### src/rtl/elevator_pkg.sv
// Shared constants and types for the hall call dispatcher.
package elevator_pkg;
    localparam int NUM_FLOORS  = 11;
    localparam int NUM_LIFTS   = 4;
    localparam int FLOOR_W     = 4;
    localparam int ACK_TIMEOUT = 15;

    typedef enum logic { DIR_DN = 1'b0, DIR_UP = 1'b1 } dir_t;

    typedef enum logic [1:0] {
        LIFT_IDLE = 2'b00,
        LIFT_UP   = 2'b01,
        LIFT_DN   = 2'b10
    } lift_dir_t;

    typedef enum logic [1:0] {
        IDLE  = 2'b00,
        SCAN  = 2'b01,
        EVAL  = 2'b10,
        ISSUE = 2'b11
    } dispatch_state_t;
endpackage

### src/rtl/nearest_lift_select.sv
// Combinational selector: cheapest eligible lift by floor distance, lowest index on ties.
module nearest_lift_select #(
    parameter int NUM_LIFTS = 4,
    parameter int FLOOR_W   = 4
) (
    input  logic [NUM_LIFTS*FLOOR_W-1:0] i_floors,
    input  logic [NUM_LIFTS-1:0]         i_elig,
    input  logic [FLOOR_W-1:0]           i_target,
    output logic [NUM_LIFTS-1:0]         o_pick,
    output logic                         o_found
);
    function automatic logic [FLOOR_W:0] floor_dist(input logic [FLOOR_W-1:0] a,
                                                    input logic [FLOOR_W-1:0] b);
        logic [FLOOR_W:0] d;
        if (a >= b) begin
            d = {1'b0, a} - {1'b0, b};
        end else begin
            d = {1'b0, b} - {1'b0, a};
        end
        return d;
    endfunction

    logic [FLOOR_W:0] w_best;
    logic [FLOOR_W:0] w_cost;

    // Linear scan; strict less-than keeps the lowest index when costs tie.
    always_comb begin
        o_pick  = '0;
        o_found = 1'b0;
        w_best  = '1;
        w_cost  = '0;
        for (int k = 0; k < NUM_LIFTS; k++) begin
            w_cost = floor_dist(i_floors[k*FLOOR_W +: FLOOR_W], i_target);
            if (i_elig[k] && (!o_found || (w_cost < w_best))) begin
                w_best  = w_cost;
                o_pick  = {{(NUM_LIFTS-1){1'b0}}, 1'b1} << k;
                o_found = 1'b1;
            end else begin
                w_best = w_best;
            end
        end
    end
endmodule

### src/rtl/hall_call_dispatcher.sv
// Hall call dispatcher: latches hall calls, picks one round-robin, offers it to the nearest free lift.
// Optional macro DIR_AWARE_EN adds lift_dir and lets busy lifts already heading to the call compete.
module hall_call_dispatcher
    import elevator_pkg::*;
#(
    parameter int NUM_FLOORS  = 11,
    parameter int NUM_LIFTS   = 4,
    parameter int FLOOR_W     = 4,
    parameter int ACK_TIMEOUT = 15
) (
    input  logic                          clk,
    input  logic                          rst,
    input  logic [NUM_FLOORS-1:0]         hall_up_req,
    input  logic [NUM_FLOORS-1:0]         hall_dn_req,
    input  logic [NUM_LIFTS*FLOOR_W-1:0]  lift_floor,
    input  logic [NUM_LIFTS-1:0]          lift_busy,
`ifdef DIR_AWARE_EN
    input  logic [NUM_LIFTS*2-1:0]        lift_dir,
`endif
    output logic [NUM_LIFTS-1:0]          assign_valid,
    output logic [FLOOR_W-1:0]            assign_floor,
    output logic                          assign_dir,
    input  logic [NUM_LIFTS-1:0]          assign_ready,
    output logic [NUM_FLOORS-1:0]         up_pending,
    output logic [NUM_FLOORS-1:0]         dn_pending
);
    localparam int N_ENT   = 2 * NUM_FLOORS;
    localparam int ENTRY_W = $clog2(N_ENT);
    localparam int TMO_W   = $clog2(ACK_TIMEOUT + 1);
    localparam logic [NUM_FLOORS-1:0] UP_OK = {1'b0, {(NUM_FLOORS-1){1'b1}}};
    localparam logic [NUM_FLOORS-1:0] DN_OK = {{(NUM_FLOORS-1){1'b1}}, 1'b0};
    localparam logic [NUM_FLOORS-1:0] ONE_F = {{(NUM_FLOORS-1){1'b0}}, 1'b1};

    dispatch_state_t         r_state, w_state_nxt;
    logic [NUM_FLOORS-1:0]   r_up, r_dn, w_clr_up, w_clr_dn;
    logic [N_ENT-1:0]        w_pend;
    logic [ENTRY_W-1:0]      r_ptr, r_entry, w_scan_entry, w_ptr_nxt;
    logic                    w_scan_found;
    logic [FLOOR_W-1:0]      r_floor, w_scan_floor;
    dir_t                    r_dir, w_scan_dir;
    logic [NUM_LIFTS-1:0]    r_valid, r_skip, w_elig, w_pick;
    logic                    w_pick_found, w_hs, w_timeout;
    logic [TMO_W-1:0]        r_tmo;
    logic [FLOOR_W-1:0]      w_lf [NUM_LIFTS];
`ifdef DIR_AWARE_EN
    lift_dir_t               w_ld;
    logic                    w_same, w_toward;
`endif

    function automatic logic [ENTRY_W-1:0] wrap_add(input logic [ENTRY_W-1:0] p, input int i);
        int s;
        s = int'(p) + i;
        if (s >= N_ENT) begin
            s = s - N_ENT;
        end else begin
            s = s;
        end
        return ENTRY_W'(s);
    endfunction

    assign w_pend    = {r_dn, r_up};
    assign w_hs      = (r_state == ISSUE) && (|(r_valid & assign_ready));
    assign w_timeout = (r_state == ISSUE) && !w_hs && (r_tmo == TMO_W'(ACK_TIMEOUT - 1));
    assign w_ptr_nxt = (r_entry == ENTRY_W'(N_ENT - 1)) ? '0 : r_entry + ENTRY_W'(1);
    assign w_clr_up  = (w_hs && (r_dir == DIR_UP)) ? (ONE_F << r_floor) : '0;
    assign w_clr_dn  = (w_hs && (r_dir == DIR_DN)) ? (ONE_F << r_floor) : '0;

    // First pending entry at or after the scan pointer, wrapping.
    always_comb begin
        w_scan_found = 1'b0;
        w_scan_entry = '0;
        for (int i = 0; i < N_ENT; i++) begin
            if (!w_scan_found && w_pend[wrap_add(r_ptr, i)]) begin
                w_scan_found = 1'b1;
                w_scan_entry = wrap_add(r_ptr, i);
            end else begin
                w_scan_found = w_scan_found;
            end
        end
    end

    // Split a call index into target floor and direction.
    always_comb begin
        if (w_scan_entry < ENTRY_W'(NUM_FLOORS)) begin
            w_scan_floor = FLOOR_W'(w_scan_entry);
            w_scan_dir   = DIR_UP;
        end else begin
            w_scan_floor = FLOOR_W'(w_scan_entry - ENTRY_W'(NUM_FLOORS));
            w_scan_dir   = DIR_DN;
        end
    end

    // Candidate mask: skipped lifts and lifts reporting an out-of-range floor never compete.
    always_comb begin
        w_elig = '0;
`ifdef DIR_AWARE_EN
        w_ld     = LIFT_IDLE;
        w_same   = 1'b0;
        w_toward = 1'b0;
`endif
        for (int k = 0; k < NUM_LIFTS; k++) begin
            w_lf[k] = lift_floor[k*FLOOR_W +: FLOOR_W];
`ifdef DIR_AWARE_EN
            w_ld     = lift_dir_t'(lift_dir[2*k +: 2]);
            w_same   = ((r_dir == DIR_UP) && (w_ld == LIFT_UP)) ||
                       ((r_dir == DIR_DN) && (w_ld == LIFT_DN));
            w_toward = (r_dir == DIR_UP) ? (w_lf[k] < r_floor) : (w_lf[k] > r_floor);
            w_elig[k] = !r_skip[k] && (int'(w_lf[k]) < NUM_FLOORS) &&
                        ((!lift_busy[k] && ((w_ld == LIFT_IDLE) || w_same)) ||
                         (lift_busy[k] && w_same && w_toward));
`else
            w_elig[k] = !lift_busy[k] && !r_skip[k] && (int'(w_lf[k]) < NUM_FLOORS);
`endif
        end
    end

    nearest_lift_select #(
        .NUM_LIFTS (NUM_LIFTS),
        .FLOOR_W   (FLOOR_W)
    ) u_select (
        .i_floors (lift_floor),
        .i_elig   (w_elig),
        .i_target (r_floor),
        .o_pick   (w_pick),
        .o_found  (w_pick_found)
    );

    // Next-state logic.
    always_comb begin
        w_state_nxt = r_state;
        case (r_state)
            IDLE:    if (|w_pend)      w_state_nxt = SCAN;  else w_state_nxt = IDLE;
            SCAN:    if (w_scan_found) w_state_nxt = EVAL;  else w_state_nxt = IDLE;
            EVAL:    if (w_pick_found) w_state_nxt = ISSUE; else w_state_nxt = EVAL;
            ISSUE:   if (w_hs)         w_state_nxt = IDLE;
                     else if (w_timeout) w_state_nxt = EVAL;
                     else              w_state_nxt = ISSUE;
            default: w_state_nxt = IDLE;
        endcase
    end

    // State register.
    always_ff @(posedge clk or negedge rst) begin
        if (!rst) r_state <= IDLE;
        else      r_state <= w_state_nxt;
    end

    // Pending calls, latched call, offer, skip mask and ack timer.
    always_ff @(posedge clk or negedge rst) begin
        if (!rst) begin
            r_up    <= '0;
            r_dn    <= '0;
            r_ptr   <= '0;
            r_entry <= '0;
            r_floor <= '0;
            r_dir   <= DIR_DN;
            r_valid <= '0;
            r_skip  <= '0;
            r_tmo   <= '0;
        end else begin
            r_up <= (r_up | (hall_up_req & UP_OK)) & ~w_clr_up;
            r_dn <= (r_dn | (hall_dn_req & DN_OK)) & ~w_clr_dn;
            case (r_state)
                SCAN: begin
                    if (w_scan_found) begin
                        r_entry <= w_scan_entry;
                        r_floor <= w_scan_floor;
                        r_dir   <= w_scan_dir;
                    end
                end
                EVAL: begin
                    if (w_pick_found) begin
                        r_valid <= w_pick;
                        r_tmo   <= '0;
                    end else if (r_skip != '0) begin
                        r_skip <= '0;
                    end
                end
                ISSUE: begin
                    if (w_hs) begin
                        r_valid <= '0;
                        r_ptr   <= w_ptr_nxt;
                        r_skip  <= '0;
                    end else if (w_timeout) begin
                        r_valid <= '0;
                        r_skip  <= r_skip | r_valid;
                    end else begin
                        r_tmo <= r_tmo + TMO_W'(1);
                    end
                end
                default: ;
            endcase
        end
    end

    assign assign_valid = r_valid;
    assign assign_floor = r_floor;
    assign assign_dir   = r_dir;
    assign up_pending   = r_up;
    assign dn_pending   = r_dn;
endmodule

### config.mk
export PLATFORM = sky130hd
export DESIGN_NAME = hall_call_dispatcher
export DESIGN_NICKNAME = d
export VERILOG_FILES = /design/src/rtl/elevator_pkg.sv /design/src/rtl/nearest_lift_select.sv /design/src/rtl/hall_call_dispatcher.sv
export SDC_FILE = /design/constraint.sdc
export NUM_CORES = 1
export LEC_CHECK = 0
export ABC_AREA = 1
export ABC_CLOCK_PERIOD_IN_PS = 12400
export CORE_AREA = 2 2 144 146
export CTS_CLUSTER_DIAMETER = 100
export DETAILED_ROUTE_END_ITERATION = 8
export DIE_AREA = 0 0 146 148
export DONT_BUFFER_PORTS = 1
export PLACE_DENSITY_LB_ADDON = 0.25
export SETUP_SLACK_MARGIN = 0.2
export SYNTH_ARGS = -nofsm -noshare
export SYNTH_HDL_FRONTEND = slang
export SYNTH_SLANG_ARGS = --single-unit
### constraint.sdc
create_clock -name clk -period 12.4 [get_ports clk]
set_input_delay 1.24 -clock clk [delete_from_list [all_inputs] [get_ports clk]]
set_output_delay 1.24 -clock clk [all_outputs]
set_load 0.02 [all_outputs]
==> results.toml <==
[timing]
fmax_mhz = 149
tightestPinTransition_ns = 1.12
hold_violations = 0
worst_slack_ns = 5.69
rsz0062_at_grt = "no"
finalSetupViolCount = 0
fin_crit_ns = 6.71
fin_skew_ns = 0.0141
finalMaxSlewViolations = 0
post-route-period-util_pct = 54.1
setup-tns-final_ns = 0
slew_headroom_pct = 24.8

[routing]
remaining_drc_errors = 0
ant_nets = 0
dr.pass1.iters = 6
wl_met3_um = 4350
drt-met1-wl_um = 15700
finalWirelength_um = 37500
vias = 12400
wire_per_inst_um = 18.0
drt_iter0_drc = 1411
wl_met2_um = 16000
routed.top_layer = "met4"
avgViaCountPerCell = 5.98

[yosys]
yosysTopAreaCell = "nand2_1"
synth_ff_type = "dfrtp_1"
ys_warn_count = 0
synth_top_family_by_area = "simple AND/OR/NAND/NOR gates"
synth_cell_types = 60
syn_area_mm2 = 0.0106
synthCells = 1830
synth.yosys.seq_area_share_pct = 12.0
syn_nets = 1961
yosys.area_share.simple_pct = 39.2
synth-adder-area-share_pct = 10.3
synth_xor_area_share_pct = 4.06
synth_top_area_share_pct = 18.2
synth.mux.area_fraction_pct = 0.483
synth.avg_cell_area_um2 = 5.81
async_reset_ff_share_pct = 100
synth_compound_area_share_pct = 21.9
synth_area_leaders = "nand2_1 18%, dfrtp_1 12%, ha_1 8.8%"
ys_ff_latch = 51
synth-edff-count = 0

[layout]
multi_input_area_mm2 = 0.00808
ff_latch_area_mm2 = 0.00128
n_antenna_cell = 0
area_growth_pct = 3.34
nFillCells = 2122
drive_above_1_share_pct = 7.73
nNetsFinal = 1942

[worst_hold_path]
hold_path_startpoint = "r_entry[4]"
holdCritPathClass = "reg -> reg"
worstHoldEndpoint = "r_entry[4]"
min_path_cells = 2

[global_routing]
overflow = 0
antenna_found_initial = 0
grt_pass1_wl_um = 58800
grt_pass1_vias = 11200
grt_max_degree = 67
grt_util_all_layers_pct = 34.0

[clock_network]
cts_tree = "built"
numCtsBuffers = 5
cts_resized = 0
cts_hold_buf = 0
clkLatencyLatePin_ns = 0.30
clock-root-buffer = "clkbuf_16"
clockBufferDepth = 2
cts_setup_buffers = 0
htreeDepth = 2
cts.clk_slew.worst_paths_ns = 0.07
cts_sinks = 51

[worst_setup_path]
path_common_cell = "nand2_1"
worst_ep_required_time_ns = 12.59
r2r_slack_ns = 5.70
r2r-start = "assign_floor[2]"
worstSetupEndpointType = "register"
cp_slowest_cell = "o21ai_0"
cp_data_arrival_time_ns = 6.90
crit_type = "in -> reg"
critical-path-max-stage-delay_ns = 0.34
worstReg2RegEnd = "assign_valid[2]"
cp-start-kind = "primary input"
worstPathMaxFanout = 12
worstRegToRegCells = 36

[place]
hpwl_um = 30000
port_buffers = 0
dp_slack_ns = 5.58
gp_congestion = 1.02

[floorplan]
start_util_pct = 53.0
die_w_um = 146
rows = 52
core-area_mm2 = 0.0200
dieArea_mm2 = 0.0216
io_pins = 79
dieHeight_um = 148

[run]
maxCapViolCount = 0

[run_status]
outcome = "complete, no violations"
[cell usage in the layout (no fill, tap or decap), types with 49 or more instances in the layout]
cell type | synthesis | routed
nand2_1 | 516 | 516
inv_1 | 245 | 245
o21ai_0 | 154 | 154
nand3_1 | 153 | 153
nor2_1 | 142 | 142
ha_1 | 75 | 75
a21oi_1 | 64 | 64
o211ai_1 | 62 | 62
dfrtp_1 | 51 | 50
o21ai_1 | 49 | 49
[per-layer routing]
layer / global-route usage (%) / up-vias
met1: 46.3 / 5609
met2: 52.8 / 692
met3: 7.28 / 114
met4: 13.5 / 0
met5: 0 / -
li1: - / 6025
[through the flow]
step | area, um2 | util [%] | hold slack [ns] | std cells
after CTS | 11000 | 54.8 | 0.523 | 2082
after global placement | 10800 | 54.0 | 0.498 | 2074
final | 11000 | 54.8 | 0.521 | 2082
after floorplan | 10600 | - | 0.475 | 1830
after global routing | 11000 | 54.8 | 0.546 | 2082
after detailed placement | 10800 | 54.0 | 0.506 | 2074
[sequential cells by signal, summed over array words and instances (netlist names)]
signal / count
r_tmo: 4
r_state: 2
dn_pending: 11
r_entry: 5
r_skip: 4
up_pending: 11
r_ptr: 5
assign_dir: 1
assign_valid: 4
assign_floor: 4
[cell usage after synthesis (all sizes together), types with 3 or more instances]
cell       n
inv      275
mux2i      4
a21oi     67
xor2      35
nand4     31
dfrtp     51
buf       22
clkbuf    13
o221ai     4
fa         8
o211ai    62
nor2     155
o21ai    216
nand3    160
nor4       7
ha        75
clkinv     5
nand2    554
o31ai      3
o2111ai    3
o22ai     28
nand3b     5
or2        8
xnor2     10
nor3      10
[cell type report]
type                    count  share of cell area [%]
repair buffers              9                   0.615
clock inverters             2                   0.353
clock buffers               6                    1.17
inverters                 280                    9.59
multi-input cells        1464                    73.6
well taps                 270                    3.08
flip-flops and latches     51                    11.6
[critical path, delay by kind of cell]
kind / cells / cell delay (ns)
compound gates: 14 / 2.36
simple gates: 15 / 1.89
fa+ha+maj: 4 / 1.21
buf+inv: 3 / 0.22
[worst max path at each step]
stage | end | from
floorplan | assign_valid[2] | lift_floor[2]
detailed placement | assign_valid[2] | lift_floor[2]
global route | assign_valid[1] | assign_floor[2]
finish | assign_valid[2] | lift_floor[2]
CTS | assign_valid[2] | lift_floor[2]
global placement | assign_valid[2] | lift_floor[2]
[cells by family after synthesis]
logic type,count (synthesis)
XOR/XNOR,45
buffers and inverters,315
multiplexers,5
AO/OA/AOI/OAI,398
adder cells (fa/ha/maj),83
AND/OR/NAND/NOR,933
flip-flops,51
Power is not shown: default switching activity piles up to over one toggle a cycle in this logic, so the estimate is an artifact.
